===== src/rtl/req_encode8_3.sv =====
// ---------------------------------------------------------------------------
// req_encode8_3
//
// Registered 8-to-3 request encoder. It is the inverse of the RAM bank 3-to-8
// select decoder. Sticky request lines are collected into a pending register.
// One encoded index at a time is offered to a consumer over a valid/ready
// handshake, and the accepted line is cleared from the pending register.
//
// Configuration macro:
//   ROUND_ROBIN_EN  When defined, indices are selected round-robin. The scan
//                   starts one above the last accepted index and wraps.
//                   When undefined, selection is fixed priority and the
//                   highest index wins; no pointer register is built.
//
// Ports:
//   clk    in   1      clock; all state changes on the rising edge
//   rst    in   1      synchronous active-high reset, highest priority
//   En     in   1      capture enable; Req is ignored while low
//   Req    in   N_REQ  request lines, level-sampled each cycle while En=1
//   Ready  in   1      consumer accepts Z this cycle when Valid=1
//   Z      out  IDX_W  encoded index of the presented request (registered)
//   Valid  out  1      Z holds a pending request (registered)
//   Pend   out  N_REQ  pending-request register (registered)
//   Ovf    out  1      one-cycle pulse: a request hit an already-pending line
// ---------------------------------------------------------------------------
module req_encode8_3 #(
    parameter int N_REQ = 8,
    parameter int IDX_W = 3
) (
    input  logic             clk,
    input  logic             rst,
    input  logic             En,
    input  logic [N_REQ-1:0] Req,
    input  logic             Ready,
    output logic [IDX_W-1:0] Z,
    output logic             Valid,
    output logic [N_REQ-1:0] Pend,
    output logic             Ovf
);

    typedef enum logic [0:0] {
        ST_IDLE    = 1'b0,
        ST_PRESENT = 1'b1
    } state_t;

    state_t           state_q, state_d;
    logic [N_REQ-1:0] p_q, p_d;
    logic [IDX_W-1:0] z_q, z_d;
    logic             valid_q, valid_d;
    logic             ovf_q, ovf_d;
`ifdef ROUND_ROBIN_EN
    logic [IDX_W-1:0] ptr_q, ptr_d;
`endif

    logic             acc_s;
    logic [N_REQ-1:0] clr_s;
    logic [N_REQ-1:0] set_s;
    logic [N_REQ-1:0] rem_s;
    logic [IDX_W-1:0] sel_p_s;
    logic [IDX_W-1:0] sel_r_s;

    // One-hot expansion of an index.
    function automatic logic [N_REQ-1:0] onehot(input logic [IDX_W-1:0] idx);
        logic [N_REQ-1:0] v;
        v      = {N_REQ{1'b0}};
        v[idx] = 1'b1;
        return v;
    endfunction

`ifdef ROUND_ROBIN_EN
    // First set bit scanning upward from start+1, wrapping at N_REQ.
    function automatic logic [IDX_W-1:0] sel_rr(input logic [N_REQ-1:0] v,
                                                input logic [IDX_W-1:0] start);
        logic [IDX_W-1:0] s;
        logic [IDX_W-1:0] cand;
        logic             found;
        s     = {IDX_W{1'b0}};
        found = 1'b0;
        for (int k = 1; k <= N_REQ; k++) begin
            cand = start + IDX_W'(k);
            if (!found && v[cand]) begin
                s     = cand;
                found = 1'b1;
            end else begin
                s     = s;
            end
        end
        return s;
    endfunction
`else
    // Highest set index; later (higher) hits overwrite earlier ones.
    function automatic logic [IDX_W-1:0] sel_hi(input logic [N_REQ-1:0] v);
        logic [IDX_W-1:0] s;
        s = {IDX_W{1'b0}};
        for (int i = 0; i < N_REQ; i++) begin
            if (v[i]) begin
                s = IDX_W'(i);
            end else begin
                s = s;
            end
        end
        return s;
    endfunction
`endif

    // Handshake, clear/set masks and candidate selections shared by both comb processes.
    always_comb begin
        acc_s = valid_q & Ready;
        if (acc_s) begin
            clr_s = onehot(z_q);
        end else begin
            clr_s = {N_REQ{1'b0}};
        end
        set_s = Req & {N_REQ{En}};
        // Remaining work after the current index leaves; this cycle's set is excluded
        // so a re-requested line is presented again later rather than immediately.
        rem_s = p_q & ~onehot(z_q);
`ifdef ROUND_ROBIN_EN
        sel_p_s = sel_rr(p_q, ptr_q);
        sel_r_s = sel_rr(rem_s, ptr_q);
`else
        sel_p_s = sel_hi(p_q);
        sel_r_s = sel_hi(rem_s);
`endif
    end

    // State register plus all datapath registers, synchronous reset.
    always_ff @(posedge clk) begin
        if (rst) begin
            state_q <= ST_IDLE;
            p_q     <= {N_REQ{1'b0}};
            z_q     <= {IDX_W{1'b0}};
            valid_q <= 1'b0;
            ovf_q   <= 1'b0;
`ifdef ROUND_ROBIN_EN
            ptr_q   <= IDX_W'(N_REQ - 1);
`endif
        end else begin
            state_q <= state_d;
            p_q     <= p_d;
            z_q     <= z_d;
            valid_q <= valid_d;
            ovf_q   <= ovf_d;
`ifdef ROUND_ROBIN_EN
            ptr_q   <= ptr_d;
`endif
        end
    end

    // Next-state logic.
    always_comb begin
        state_d = state_q;
        case (state_q)
            ST_IDLE: begin
                if (p_q != {N_REQ{1'b0}}) begin
                    state_d = ST_PRESENT;
                end else begin
                    state_d = ST_IDLE;
                end
            end
            ST_PRESENT: begin
                if (acc_s && (rem_s == {N_REQ{1'b0}})) begin
                    state_d = ST_IDLE;
                end else begin
                    state_d = ST_PRESENT;
                end
            end
            default: begin
                state_d = ST_IDLE;
            end
        endcase
    end

    // Output / datapath next values.
    always_comb begin
        // Set wins over clear on the same bit.
        p_d     = (p_q & ~clr_s) | set_s;
        ovf_d   = |(set_s & p_q & ~clr_s);
        z_d     = z_q;
        valid_d = valid_q;
`ifdef ROUND_ROBIN_EN
        if (acc_s) begin
            ptr_d = z_q;
        end else begin
            ptr_d = ptr_q;
        end
`endif
        case (state_q)
            ST_IDLE: begin
                if (p_q != {N_REQ{1'b0}}) begin
                    z_d     = sel_p_s;
                    valid_d = 1'b1;
                end else begin
                    valid_d = 1'b0;
                end
            end
            ST_PRESENT: begin
                // Z and Valid only move on an accept.
                if (acc_s) begin
                    if (rem_s != {N_REQ{1'b0}}) begin
                        z_d     = sel_r_s;
                        valid_d = 1'b1;
                    end else begin
                        valid_d = 1'b0;
                    end
                end else begin
                    valid_d = 1'b1;
                end
            end
            default: begin
                valid_d = 1'b0;
            end
        endcase
    end

    assign Z     = z_q;
    assign Valid = valid_q;
    assign Pend  = p_q;
    assign Ovf   = ovf_q;

endmodule


===== config.mk =====
export PLATFORM = sky130hd
export DESIGN_NAME = req_encode8_3
export DESIGN_NICKNAME = d
export VERILOG_FILES = /design/src/rtl/req_encode8_3.sv
export SDC_FILE = /design/constraint.sdc
export NUM_CORES = 1
export LEC_CHECK = 0
export BUFFER_PORTS_ARGS = -buffer_cell sky130_fd_sc_hd__clkbuf_2
export CELL_PAD_IN_SITES_DETAIL_PLACEMENT = 1
export CELL_PAD_IN_SITES_GLOBAL_PLACEMENT = 2
export CORE_MARGIN = 3
export CORE_UTILIZATION = 31
export CTS_CLUSTER_DIAMETER = 40
export DETAILED_ROUTE_END_ITERATION = 16
export PLACE_DENSITY_LB_ADDON = 0.1
export SYNTH_ARGS = -nofsm -noshare
export SYNTH_HDL_FRONTEND = slang
export SYNTH_SLANG_ARGS = --single-unit

===== constraint.sdc =====
create_clock -name clk -period 5.5 [get_ports clk]
set_clock_uncertainty 0.2 [all_clocks]
set_input_delay 0.275 -clock clk [delete_from_list [all_inputs] [get_ports clk]]
set_output_delay 0.275 -clock clk [all_outputs]
set_load 0.1 [all_outputs]

== After elaboration in Yosys (flattened, before gate mapping) ==
Cells that the tools add are included.

* Bits in registers: 14
* Input bits: 12
* Output and inout port bits: 13
* Logic and storage cells: 54

* Magnitude comparators: 2
* Equality and inequality tests: 3
* Multiplexer cells: 27
* Bitwise operators: 10
* Reduce and logical (&&, ||, !) cells: 7

{| class="wikitable"
|+ Operators with widths
! kind !! number
|-
| $mux 3 || 14
|-
| $and 8x8->8 || 5
|-
| $not 8->8 || 2
|-
| $reduce_bool 8->1 || 2
|-
| $logic_not 8->1 || 1
|-
| $mux 8 || 1
|-
| $or 8x8->8 || 1
|-
| $reduce_or 8->1 || 1
|-
| $mux 1 || 7
|-
| $pmux 3 s2 || 1
|-
| $lt 3x4->1 const B || 1
|-
| $ne 2x1->1 const B || 2
|-
| $pmux 1 s2 || 2
|-
| $demux 1 s3 || 1
|-
| $ge 3x1->1 const B || 1
|-
| $reduce_and 3->1 || 1
|-
| $logic_and 1x1->1 || 2
|-
| $mux 2 || 1
|-
| $ne 2x2->1 const B || 1
|-
| $and 1x1->1 || 1
|-
| $not 1->1 || 1
|}

== Longest topological paths before layout ==
Gate-level depths: netlist of run 1.

* Depth in word-level cells: 16
* Gate-level depth with buffers: 6
* Depth with buffers taken out: 5

== Worst setup path after synthesis of run 1 ==
No wires, ideal clock.

* Kind: register to register
* Start: reg z_q[0] (netlist: Z[0])
* End: reg z_q[0] (netlist: Z[0])
* Setup time: 0.123 ns
* Arrival: 2.328 ns
* Data required time: 5.177 ns
* Setup slack: 2.849 ns
* Cell stages (with the launch flop): 7
* Path buffers: 1
* Clock period less this slack: 2.651 ns
* Cells stage by stage: dfxtp_1 buf_6 mux2_4 o32ai_4 a41oi_4 nor2_2 mux2_1

* Cells in the longest elaborated chain, start to end: 16
* Elaborated cells between the ends (all ways): 20
* Classes of those cells: order compare (2); eq/ne (1); mux (12); bitwise (2); reduce/logical (3)

{| class="wikitable"
|+ RTL lines
! item !! RTL line !! source
|-
| start, declared || 48 || <nowiki>logic [IDX_W-1:0] z_q, z_d;</nowiki>
|-
| start signal, assigned || 132 || <nowiki>z_q <= {IDX_W{1'b0}};</nowiki>
|-
| start signal, assigned || 141 || <nowiki>z_q <= z_d;</nowiki>
|-
| $lt 3x4->1 (not written as such) / $ge 3x1->1 (equally long branches) || 66 || <nowiki>v[idx] = 1'b1;</nowiki>
|-
| $logic_and 1x1->1 (not written as such) || 66 ||
|-
| $mux 1 (not written as such) || 66 ||
|-
| $demux 1 s3 (*) || 66 ||
|-
| $not 8->8 (*) || 117 || <nowiki>rem_s = p_q & ~onehot(z_q);</nowiki>
|-
| $and 8x8->8 (*) || 117 ||
|-
| $mux 1 || 96 || <nowiki>if (v[i]) begin</nowiki>
|-
| $mux 3 (6 in a row) || 96 ||
|-
| $mux 3 || 200 || <nowiki>if (rem_s != {N_REQ{1'b0}}) begin</nowiki>
|-
| $mux 3 || 199 || <nowiki>if (acc_s) begin</nowiki>
|-
| $pmux 3 s2 || 188 || <nowiki>case (state_q)</nowiki>
|}

Mark *: on every way between the ends. The rest lies on a longest branch, timed or not. The select of a mux whose other input is x is not followed.
A chain may end at the register's enable or synchronous reset.

== Final worst setup path of run 1 ==
Same ends and word-level chain as after synthesis.

==> results by group, run 1 <==
Critical path
  • CP max FO: 15
  • Crit start category: register
  • Worst path depth: 5
  • Worst R2R End: Z[0]
  • CP max stage delay: 0.69 ns
  • Worst path buffer plus inverter count: 0
  • Reg2reg start: Z[0]
  • Endpoint class of the critical path: register
  • Delay-heaviest family, CP: flip-flops
  • R2r worst-path depth: 5
  • Arrival time at the worst endpoint: 2.26 ns
  • Critical path type: register to register
  • CP required: 5.47 ns
  • Flop2flop setup slack: 3.21 ns
  • CP max-delay cell: dfxtp_1
  • Cells along the critical path: mux2_4 > o32ai_4 > a41oi_4 > nor2_2 > mux2_1

Drt
  • Drt first pass iters: 4
  • Iter 0 DRT Violations: 38
  • Average wire per standard cell: 18.8 um
  • DRC viols: 0
  • Vias: 985
  • Detailed-route wire length: 3.02 mm
  • Antenna Nets Post-Route: 0
  • Vias per cell: 6.12

Cells and area
  • Filler cells: 362
  • Proportion of layout cells with a drive suffix above 1: 27.7%
  • Final net count: 143
  • Final core occ: 38.0%
  • # diodes: 0
  • Commonest non-fill, non-tap cell in the layout: clkbuf_2
  • Commonest non-fill, non-tap cells in the layout: 24 x clkbuf_2, 13 x dfxtp_1, 11 x nand2_1
  • Area Growth Syn to Fin: 14.7%

Status
  • Status: finished clean

Floorplanning
  • Die X: 60.7 um
  • Die ar.: 3690 um2
  • # IOs: 25
  • Die Span Y: 60.7 um
  • FP Rows: 19
  • Core Region: 2810 um2
  • Initial core utilization: 33.1%

Clock network
  • CTS sink count: 13
  • CTS root buf: clkbuf_4
  • Reg clk slew, reported paths: 0.09 ns
  • Post-CTS sizing: 0
  • Worst skew pair latency: 0.28 ns
  • CTS tree: done
  • CTS Buf Count: 3
  • Setup bufs post-CTS: 0
  • Worst-case clock buffer depth: 2
  • H-tree lvl count: 1
  • Cts-stage hold buffer count: 0

Timing
  • Slew Viols, Final: 0
  • WHS: 0.0333 ns
  • Final Hold Fails: 0
  • # setup viols final: 0
  • Setup TNS Final: 0 ns
  • RSZ-0062 raised after global routing: no
  • Maximum clock rate: 436 MHz
  • Worst slew margin: 61.9%
  • Final period utilization: 41.7%
  • Worst-Margin Slew: 0.571 ns
  • Final Critical Period: 2.29 ns

GRT
  • Met3 Track Usage GR: 2.55%
  • Largest net degree at the start of global routing: 16
  • GR Overflow Total: 0
  • Met2 usage: 29.6%
  • GR Layer Usage met1: 25.2%
  • Number of global-route vias before repair: 955
  • Total GRT Usage: 18.4%
  • Initial antenna violation count: 0
  • Busiest grt layer: met2
  • Global-route wire length before repair: 4.94 mm

Run
  • Max_cap viols: 0

Min path
  • WHS Path Cells: 3
  • Min-Delay Path Class: input pin to register
  • Hold Path End: Pend[3]
  • Hold Startpoint: Req[3]

Logic synthesis
  • Syn_area_per_cell: 8.44 um2
  • Syn nets: 122
  • Number of synthesized register bits: 13
  • Register area share after synthesis: 28.0%
  • Primary FF master, synth: dfxtp_1
  • Synth warnings: 0
  • Synth async-reset ratio: 0%
  • Syn Inst Count: 110
  • Mapped cell area: 928 um2
  • EDFF count, synth: 0
  • Yosys cell types: 41

Power and ir drop
  • Worst vdd ir: 0.000139 V
  • Cell leakage power: 0.416 nW
  • Power after layout: 0.350 mW
  • Total power divided by cell area: 329 nW/um2

Place
  • IO buf count: 24
  • Detailed Place HPWL: 2.23 mm
  • Placer's final routability congestion estimate: 0.773
[worst min-delay path, cell delays in order]
cell      delay, ns
clkbuf_2       0.09
nand2_1        0.06
a21oi_1        0.06
[final cells by class]
cell class	instances	area, um2	area share (%)
inverters	5	18.8	1.76
flip-flops and latches	13	260	24.4
repair buffers	24	120	11.3
multi-input cells	84	601	56.4
clock buffers	4	26.3	2.47
well taps	31	38.8	3.64
[per-layer routing]
layer / vias to the layer above / part of all wire [%]
met5: - / 0
met4: 0 / 1.4
met3: 5 / 4.2
li1: 472 / -
met1: 483 / 47
met2: 25 / 47
[sequential cells by signal (all words and copies together) (netlist names)]
register and cells:
Pend 8, Ovf 1, Z 3, state_q 1
[cells in the mapped netlist, drive strengths merged, types with 3 or more instances]
library cell,count,share of area [%]
o31ai,4,3.2
o2111ai,3,2.8
nand2,11,4.4
nor2,6,2.7
a21oi,8,4.3
buf,7,4.9
o211ai,5,4.0
mux2,5,6.5
o21ai,6,3.2
dfxtp,13,28
inv,5,2.0
o22ai,3,2.7
a31oi,4,2.7
nand3,3,1.6
[kinds of logic after synthesis]
kind of cell	count (synthesis)	synth area share, %
compound gates	49	42.2
flops	13	28.0
mux	7	8.62
simple gates	28	13.9
buf+inv	13	7.28
[worst max-delay path by stage]
stage               startpoint    to  slack, ns
floorplan                 Z[0]  Z[0]       2.85
global placement          Z[0]  Z[0]       3.29
detailed placement        Z[0]  Z[0]       3.26
CTS                       Z[0]  Z[0]       3.24
global route              Z[0]  Z[0]       3.10
finish                    Z[0]  Z[0]       3.21
[report_power, final]
part           switching [mW]  internal, mW
registers              0.0275         0.104
clock network          0.0351        0.0282
logic                   0.116        0.0403
total                   0.178         0.172
[metrics by stage]
| step | std cells | area (um2) | setup WS, ns |
|---|---|---|---|
| global placement | 157 | 1040 | 3.29 |
| detailed placement | 157 | 1040 | 3.26 |
| CTS | 161 | 1060 | 3.24 |
| finish | 161 | 1060 | 3.21 |
| global route | 161 | 1060 | 3.10 |
| floorplan | 110 | 928 | 2.85 |
Note: power is estimated with default switching activity, not from simulation.
==> run 2, diff against run 1 <==
ABC_AREA = 1   (was default)
CORE_UTILIZATION = 22   (was 31)
clock period = 1.9 ns   (was 5.5 ns; I/O delays follow)
==> run 2 against run 1 <==
Compared with the run above:
- the flow now finishes with violations (negative hold slack)
- first-iteration DRC count decreased by 18%
- critical path type is now input pin to register
- total power rose to 3.7 times the previous value
- global-route usage fell by 5.2 points
- sequential power increased to 2.9 times the previous value
- sequential share of layout area shrank 0.94 points
- core utilization is 6.2 points lower
- worst hold slack worse by 0.036 ns
- flip-flop and latch count unchanged
- synthesized cell count rose by 28%
- register-to-register slack got worse by 2.9 ns
- cell count increased by 39%
- critical path depth rose by 4
==> results by group, run 2 <==
Cells and area
  • Area Growth Syn to Fin: 37.2%
  • Max FFs per register: 8
  • Proportion of layout cells with a drive suffix above 1: 29.0%
  • Commonest non-fill, non-tap cell in the layout: nand2_1
  • Final net count: 189
  • Cell area after layout: 1170 um2
  • # diodes: 0
  • Final core occ: 31.8%
  • Commonest non-fill, non-tap cells in the layout: 38 x nand2_1, 29 x inv_1, 24 x clkbuf_2

Run
  • Max_cap viols: 0

GRT
  • Number of global-route vias before repair: 994
  • Largest net degree at the start of global routing: 11
  • GR Overflow Total: 0
  • Initial antenna violation count: 0
  • Total GRT Usage: 13.2%
  • Global-route wire length before repair: 4.60 mm

Critical path
  • Arrival time at the worst endpoint: 1.60 ns
  • Crit start category: input pin
  • Critical path type: input pin to register
  • CP required: 1.88 ns
  • CP max FO: 8
  • Endpoint class of the critical path: register

Logic synthesis
  • Most instantiated cells after synthesis: 38 x nand2_1, 29 x inv_1, 20 x o21ai_0
  • Yosys top cell by area: dfxtp_1
  • Register area share after synthesis: 30.5%
  • Top-count cell post-synth: nand2_1
  • Number of synthesized register bits: 13
  • Primary FF master, synth: dfxtp_1
  • Post-synth top area share: 30.5%
  • Synth async-reset ratio: 0%
  • Top post-synthesis cells by area: dfxtp_1 30%, nand2_1 17%, inv_1 13%
  • Syn_area_per_cell: 6.05 um2
  • EDFF count, synth: 0
  • Mapped cell area: 853 um2
  • Synth warnings: 0
  • Syn nets: 153
  • Syn Inst Count: 141
  • Yosys cell types: 18

Clock network
  • CTS root buf: clkbuf_8
  • Worst-case clock buffer depth: 2
  • Worst skew pair latency: 0.25 ns
  • H-tree lvl count: 1
  • CTS tree: done
  • CTS Buf Count: 3
  • CTS sink count: 13
  • Setup bufs post-CTS: 0
  • Reg clk slew, reported paths: 0.07 ns

Timing
  • Final period utilization: 84.8%
  • Worst slew margin: 63.7%
  • WHS: -0.00257 ns
  • # setup viols final: 0
  • RSZ-0062 raised after global routing: no
  • Setup TNS Final: 0 ns
  • Slew Viols, Final: 0
  • Worst-Margin Slew: 0.547 ns
  • Final Critical Period: 1.61 ns
  • Maximum clock rate: 621 MHz
  • Final Hold Fails: 1

Power and ir drop
  • Cell leakage power: 0.650 nW
  • Power after layout: 1.28 mW
  • Total power divided by cell area: 1100 nW/um2
  • Worst vdd ir: 0.000263 V

Status
  • Failing checks: negative hold slack
  • Status: finished with violations

Floorplanning
  • Die X: 68.3 um
  • Initial core utilization: 23.1%
  • FP Rows: 22
  • # IOs: 25
  • Die ar.: 4660 um2
  • Die Span Y: 68.3 um
  • Core Region: 3690 um2

Drt
  • Met1 wire length: 1.34 mm
  • DRC viols: 0
  • Vias per cell: 4.25
  • Met2 wire length: 1.35 mm
  • Vias: 951
  • Antenna Nets Post-Route: 0
  • Met3 wire len: 87 um
  • Detailed-route wire length: 2.80 mm
  • Drt first pass iters: 3
  • Average wire per standard cell: 12.5 um
  • Iter 0 DRT Violations: 31
  • Highest Signal Layer: met4

Place
  • IO buf count: 24
  • Detailed Place HPWL: 2.30 mm
  • Placed cell area: 1040 um2
  • Placer's final routability congestion estimate: 0.773

Min path
  • Min-Delay Path Class: input pin to register
run 2: changes by cell type after synthesis, sizes merged, moves of 4 or more:
cell    change
a31oi       -4
buf         -7
inv        +25
mux2        -5
nand2      +33
nand3       +6
nor2        +5
o211ai      -5
o21ai      +15
o31ai       -4
run 2: stage by stage:
step                cells  hold WS (ns)  worst slack (ns)
floorplan             141       -0.0499            0.0547
global placement      212         0.145             0.297
detailed placement    212         0.151             0.298
CTS                   224       0.00413             0.262
global route          224        0.0406             0.141
finish                224      -0.00257             0.289
run 2: cells by family after synthesis:
group / after synthesis / synth area share (%)
DFF: 13 / 30.5
AOI/OAI and AO/OA: 32 / 21.0
buffers and inverters: 31 / 13.6
and+or+nand+nor: 65 / 34.9
run 2: timing repair:
action | 4_1_cts | 5_1_grt
gates resized for setup | 0 | 0
endpoints found under the setup margin | 0 | 0
hold buffers | 8 | 0
hold endpoints to repair | 9 | 0
run 2: path summary, 6_finish.rpt:
kind,cells past startpoint,to,from,slack (ns)
min,5,Pend[1],Req[1],-0.003
max reg2reg,8,Z[0],Pend[1],0.32
min reg2reg,2,state_q,state_q,0.31
max,9,Ovf,Ready,0.29
run 2: cell type report:
cell class                      count  area (um2)
Fill cell                         493        2520
Multi-Input combinational cell     97         477
Sequential cell                    13         275
Timing Repair Buffer               32         200
Inverter                           30         113
Tap cell                           48        60.1
Clock buffer                        3        41.3
Clock inverter                      1        5.00
run 2: worst max-delay path: stages:
cell,delay [ns]
dlygate4sd3_1,0.53
clkbuf_2,0.11
nand2_1,0.10
inv_1,0.13
o21ai_0,0.29
nand2_1,0.09
nand2_1,0.08
nor2_1,0.05
a21oi_1,0.12
run 2: where the power goes:
part	internal (mW)	switching, mW	leakage [nW]
logic	0.143	0.504	0.513
clock network	0.145	0.117	0.0255
registers	0.322	0.0527	0.111
run 2: layer usage:
metal | track usage (%) | vias to the layer above
li1 | - | 513
met1 | 16.3 | 418
met2 | 23.9 | 18
met3 | 2.13 | 2
met4 | 2.98 | 0
met5 | 0 | -
